<file path="config.mk">
export PLATFORM = sky130hd
export DESIGN_NAME = inst_loader
export DESIGN_NICKNAME = d
export VERILOG_FILES = /design/src/rtl/inst_loader_pkg.sv /design/src/rtl/inst_loader_byte_packer.sv /design/src/rtl/inst_loader.sv
export SDC_FILE = /design/constraint.sdc
export NUM_CORES = 1
export LEC_CHECK = 0
export ABC_AREA = 1
export CORE_UTILIZATION = 45
export DETAILED_ROUTE_END_ITERATION = 10
export DONT_BUFFER_PORTS = 1
export HOLD_SLACK_MARGIN = 0.15
export PLACE_DENSITY = 0.59
export SYNTH_ARGS = -nofsm -noshare
export SYNTH_HDL_FRONTEND = slang
export SYNTH_SLANG_ARGS = --single-unit
export TNS_END_PERCENT = 100
</file>
<file path="constraint.sdc">
create_clock -name clk -period 4.3 [get_ports clk]
set_input_delay 0.43 -clock clk [delete_from_list [all_inputs] [get_ports clk]]
set_output_delay 0.43 -clock clk [all_outputs]
set_load 0.05 [all_outputs]
</file>
<file path="src/rtl/inst_loader_pkg.sv">
// Shared types and sizing for the instruction loader: loader FSM encoding and
// instruction-memory geometry.
package inst_loader_pkg;

   localparam int LDR_CPU_WIDTH  = 32;
   localparam int LDR_ADDR_WIDTH = 8;
   localparam int LDR_DEPTH      = 256;

   typedef enum logic [2:0] {
      LDR_IDLE  = 3'd0,
      LDR_LOAD  = 3'd1,
      LDR_CHECK = 3'd2,
      LDR_DONE  = 3'd3,
      LDR_ERR   = 3'd4
   } ldr_state_e;

endpackage

</file>
<file path="src/rtl/inst_loader_byte_packer.sv">
// Assembles four little-endian bytes into one 32-bit word; word_valid_o fires
// combinationally with the fourth byte so the caller can register the write.
module byte_packer
   import inst_loader_pkg::*;
(
   input  logic                     clk,
   input  logic                     rst_n,
   input  logic                     clear_i,
   input  logic                     byte_valid_i,
   input  logic [7:0]               byte_data_i,
   output logic                     word_valid_o,
   output logic [LDR_CPU_WIDTH-1:0] word_o
);

   logic [1:0]  cnt_q,  cnt_d;
   logic [23:0] word_q, word_d;

   // NOTE: every combinational output gets a default first, so no path leaves it unassigned (no latch).
   always_comb begin
      cnt_d  = cnt_q;
      word_d = word_q;
      if (clear_i) begin
         cnt_d  = '0;
         word_d = '0;
      end else if (byte_valid_i) begin
         cnt_d = cnt_q + 2'd1;
         case (cnt_q)
            2'd0:    word_d[7:0]   = byte_data_i;
            2'd1:    word_d[15:8]  = byte_data_i;
            2'd2:    word_d[23:16] = byte_data_i;
            default: word_d        = word_q;
         endcase
      end
   end

   // NOTE: state registers use non-blocking assignments so every flop samples pre-edge values.
   always_ff @(posedge clk or negedge rst_n) begin
      if (!rst_n) begin
         cnt_q  <= '0;
         word_q <= '0;
      end else begin
         cnt_q  <= cnt_d;
         word_q <= word_d;
      end
   end

   assign word_valid_o = byte_valid_i && !clear_i && (cnt_q == 2'd3);
   assign word_o       = {byte_data_i, word_q};

endmodule

</file>
<file path="src/rtl/inst_loader.sv">
// Instruction loader: streams a byte-packed program into inst_mem at word
// addresses 0..N-1, verifies an XOR checksum, then enables the core.
module inst_loader
   import inst_loader_pkg::*;
#(
   parameter int ADDR_WIDTH = LDR_ADDR_WIDTH,
   parameter int DEPTH      = LDR_DEPTH
) (
   input  logic                     clk,
   input  logic                     rst_n,
   input  logic                     start,
   input  logic [ADDR_WIDTH:0]      load_len,
   input  logic                     in_valid,
   input  logic [7:0]               in_data,
   output logic                     in_ready,
   output logic                     mem_wen,
   output logic [ADDR_WIDTH-1:0]    mem_waddr,
   output logic [LDR_CPU_WIDTH-1:0] mem_wdata,
   output logic                     core_ena,
   output logic                     busy,
   output logic                     done,
   output logic                     err
);

   localparam logic [ADDR_WIDTH:0] DEPTH_L = (ADDR_WIDTH+1)'(DEPTH);

   ldr_state_e                 state_q, state_d;
   logic [ADDR_WIDTH:0]        len_q, len_d;
   logic [ADDR_WIDTH:0]        word_idx_q, word_idx_d, word_idx_inc;
   logic [7:0]                 chk_q, chk_d;
   logic                       mem_wen_q;
   logic [ADDR_WIDTH-1:0]      mem_waddr_q;
   logic [LDR_CPU_WIDTH-1:0]   mem_wdata_q;

   logic                       accept;
   logic                       pack_clear;
   logic                       word_valid;
   logic [LDR_CPU_WIDTH-1:0]   word;

   assign in_ready     = (state_q == LDR_LOAD) || (state_q == LDR_CHECK);
   assign accept       = in_valid && in_ready;
   assign word_idx_inc = word_idx_q + 1'b1;

   byte_packer u_packer (
      .clk          (clk),
      .rst_n        (rst_n),
      .clear_i      (pack_clear),
      .byte_valid_i (accept && (state_q == LDR_LOAD)),
      .byte_data_i  (in_data),
      .word_valid_o (word_valid),
      .word_o       (word)
   );

   always_comb begin
      state_d    = state_q;
      len_d      = len_q;
      word_idx_d = word_idx_q;
      chk_d      = chk_q;
      pack_clear = 1'b0;
      case (state_q)
         LDR_IDLE, LDR_DONE, LDR_ERR: begin
            if (start) begin
               if ((load_len == '0) || (load_len > DEPTH_L)) begin
                  state_d = LDR_ERR;
               end else begin
                  state_d    = LDR_LOAD;
                  len_d      = load_len;
                  word_idx_d = '0;
                  chk_d      = '0;
                  pack_clear = 1'b1;
               end
            end
         end
         LDR_LOAD: begin
            if (accept) chk_d = chk_q ^ in_data;
            if (word_valid) begin
               word_idx_d = word_idx_inc;
               if (word_idx_inc == len_q) state_d = LDR_CHECK;
            end
         end
         LDR_CHECK: begin
            // The checksum byte is compared only, never packed or written.
            if (accept) state_d = (in_data == chk_q) ? LDR_DONE : LDR_ERR;
         end
         default: state_d = LDR_IDLE;
      endcase
   end

   always_ff @(posedge clk or negedge rst_n) begin
      if (!rst_n) begin
         state_q     <= LDR_IDLE;
         len_q       <= '0;
         word_idx_q  <= '0;
         chk_q       <= '0;
         mem_wen_q   <= 1'b0;
         mem_waddr_q <= '0;
         mem_wdata_q <= '0;
      end else begin
         state_q    <= state_d;
         len_q      <= len_d;
         word_idx_q <= word_idx_d;
         chk_q      <= chk_d;
         mem_wen_q  <= word_valid;
         // Address and data hold their last written values between pulses.
         if (word_valid) begin
            mem_waddr_q <= word_idx_q[ADDR_WIDTH-1:0];
            mem_wdata_q <= word;
         end
      end
   end

   assign mem_wen   = mem_wen_q;
   assign mem_waddr = mem_waddr_q;
   assign mem_wdata = mem_wdata_q;
   assign busy      = in_ready;
   assign done      = (state_q == LDR_DONE);
   assign err       = (state_q == LDR_ERR);
   assign core_ena  = (state_q == LDR_DONE);

endmodule
</file>
==> flow_summary.yaml <==
yosys:
  syn_inst: 509
  netlist_top_cells_area: "dfrtp_1 (55%), nand2_1 (17%), nand3_1 (6.5%), o21ai_1 (3.7%), inv_1 (2.9%)"
  yosys.area.top_type_share: 0.553
  synth_fp_nets: 535
  syn_area_sq_um: 4340
  yosysTopAreaCell: "dfrtp_1"
  ys_seq_area_frac: 0.553
  ys_warn_count: 0
  ys_seq_elements: 96
  synth_cell_types: 26
  synth_area_per_cell_sq_um: 8.53
clock_tree:
  post-cts-setup-buffer-count: 0
  hold_buffers: 2
  numCtsBuffers: 9
  root_buffer: "clkbuf_8"
  htreeDepth: 3
  cts_resized: 0
  clock_latency_ns: 0.36
  cts_sinks: 96
  clkTransAtPathRegs_ns: 0.10
  clockBufferDepth: 2
  tritoncts: "yes"
critical_path:
  end_kind: "output pin"
  rrSetupSlack_ns: 2.08
  worst-path-buf-inv: 1
  slowest_delay_ns: 0.68
  crit_required_ns: 3.87
  r2r_cells: 9
  crit_start: "state_q[2]"
  path_delay_family: "simple AND/OR/NAND/NOR gates"
  crit_arrival_ns: 2.00
  endpoint: "in_ready"
  path_class: "reg2out"
  cp_max_fo: 6
  path_depth: 3
  r2r_end: "word_idx_q[0]"
  cp_cell_sequence: "nor3_1, inv_1, nand2_1"
  critPathSlowestCell: "nand2_1"
  cp-start-kind: "flip-flop"
  r2r-start: "state_q[1]"
placed_design:
  gp_congestion: 0.805
  dp_hpwl_um: 6230
  numPortBuffers: 0
timing:
  min_period_ns: 2.43
  clock_skew_ns: 0.0142
  slew_violations: 0
  hold_viol_final: 0
  worstMarginPinSlew_ns: 1.06
  setup_violations: 0
  slew_headroom: 0.294
  fin_crit_sh: 0.566
  setup_tns_ns: 0
  rsz0062_at_grt: "false"
  clock.fmax_mhz: 411
power_and_ir_drop:
  p_leak_nw: 2.39
  p_per_area_nw_per_um2: 551
  ir_drop_v: 0.000294
  finalPower_mw: 2.54
detailed_routing:
  met2_length_um: 4020
  vias_per_cell: 5.02
  antenna_left: 0
  wl_met3_um: 532
  drcViolationCount: 0
  drt_first_pass_iters: 4
  drtIter0Drc: 155
  vias: 3205
  met1_length_um: 4680
  totalWireLength_um: 9330
  maxUsedRoutingLayer: "met4"
  wire_per_inst_um: 14.6
final_layout:
  synthToLayoutAreaGrowth_pct: 6.25
  postLayoutCoreUtil: 0.497
  n_antenna_cell: 0
  nets: 530
  drive_gt1_frac: 0.0707
floorplan:
  placementRows: 35
  initial_utilization: 0.468
  die_h_um: 100
  dieArea_sq_um: 10000
  core_area_sq_um: 9280
  ioPinCount: 67
  die_w_um: 100
global_route:
  grt_pass1_vias: 2944
  grt_max_degree: 97
  grtUsageTotal: 0.198
  grt_pass1_wl_um: 15100
  antenna_found_initial: 0
  overflow: 0
worst_hold_path:
  hp-class: "in2reg"
status:
  status: "completed"
flow_run:
  drv_cap: 0
==> synthesized netlist by cell type (all sizes together) <==
cell type / number
buf: 18
nand2: 203
o21ai: 52
dfrtp: 96
inv: 37
nor4: 1
clkbuf: 4
ha: 5
nand3: 57
xnor2: 3
nor2: 13
xor2: 6
nor3b: 1
nor3: 1
o22ai: 5
nand4: 3
nand3b: 4
==> cells in the final DEF, fill, tap and decap left out, drive strengths merged <==
cell type and instances:
clkbuf 10, buf 3, nand3 57, inv 41, nor3b 1, xnor2 3
o21ai 52, clkinvlp 2, nor4 1, dlygate4sd3 3, nand4 3, nand3b 4
nor2 13, o22ai 5, nand2 203, nor3 1, ha 5, xor2 6
dfrtp 96
==> cell type report <==
cell class / count / area (sq um)
multi-input cells: 354 / 1660
repair buffers: 6 / 72.6
fillers: 942 / 4670
flip-flops and latches: 96 / 2400
well taps: 129 / 161
clock inverters: 6 / 50.0
inverters: 37 / 139
clock buffers: 10 / 128
==> layer usage <==
| layer | global-route usage | up-vias |
|---|---|---|
| li1 | - | 1611 |
| met2 | 0.280 | 75 |
| met5 | 0 | - |
| met3 | 0.0634 | 9 |
| met4 | 0.0613 | 0 |
| met1 | 0.288 | 1510 |
==> sequential cells by signal, indices dropped and copies added (netlist names) <==
| name | flops |
|---|---|
| u_packer.cnt_q | 2 |
| len_q | 9 |
| mem_wen | 1 |
| state_q | 3 |
| word_idx_q | 9 |
| chk_q | 8 |
| mem_wdata | 32 |
| u_packer.word_q | 24 |
| mem_waddr | 8 |
==> worst min path at each step <==
stage / start / depth (start not counted) / slack [ns] / endpoint
6_report: in_data[2] / 2 / 0.17 / mem_wdata[26]
3_5_place_dp: rst_n / 0 / 0.14 / mem_waddr[4]
3_3_place_gp: rst_n / 0 / 0.14 / mem_waddr[4]
4_1_cts: in_data[5] / 2 / 0.15 / mem_wdata[29]
5_1_grt: in_data[7] / 2 / 0.15 / mem_wdata[31]
2_1_floorplan: rst_n / 0 / 0.13 / chk_q[0]
==> where the power goes <==
group | leakage, nW | total, mW | internal (mW) | switching, mW
clock | 0.0843 | 0.554 | 0.219 | 0.335
sequential | 1.31 | 1.37 | 1.08 | 0.290
combinational | 0.996 | 0.613 | 0.196 | 0.417
total | 2.39 | 2.54 | 1.50 | 1.04
==> stage by stage <==
stage               hold slack (ns)  setup WS [ns]  area (sq um)  std cells
finish                        0.167           1.87          4610        638
global route                  0.154           1.78          4610        638
CTS                           0.150           1.85          4590        636
detailed placement            0.137           1.93          4380        618
global placement              0.138           2.00          4380        618
floorplan                     0.134           2.41          4340        509
==> cell families (layout without fill, tap and decap cells) <==
kind of cell / after synthesis / after routing / synth area share
compound gates: 57 / 57 / 0.0671
xor+xnor: 9 / 9 / 0.0182
fa+ha+maj: 5 / 5 / 0.0144
buf+inv: 59 / 59 / 0.0648
flops: 96 / 96 / 0.553
simple gates: 283 / 283 / 0.282
Note: power is estimated with default switching activity, not from simulation.
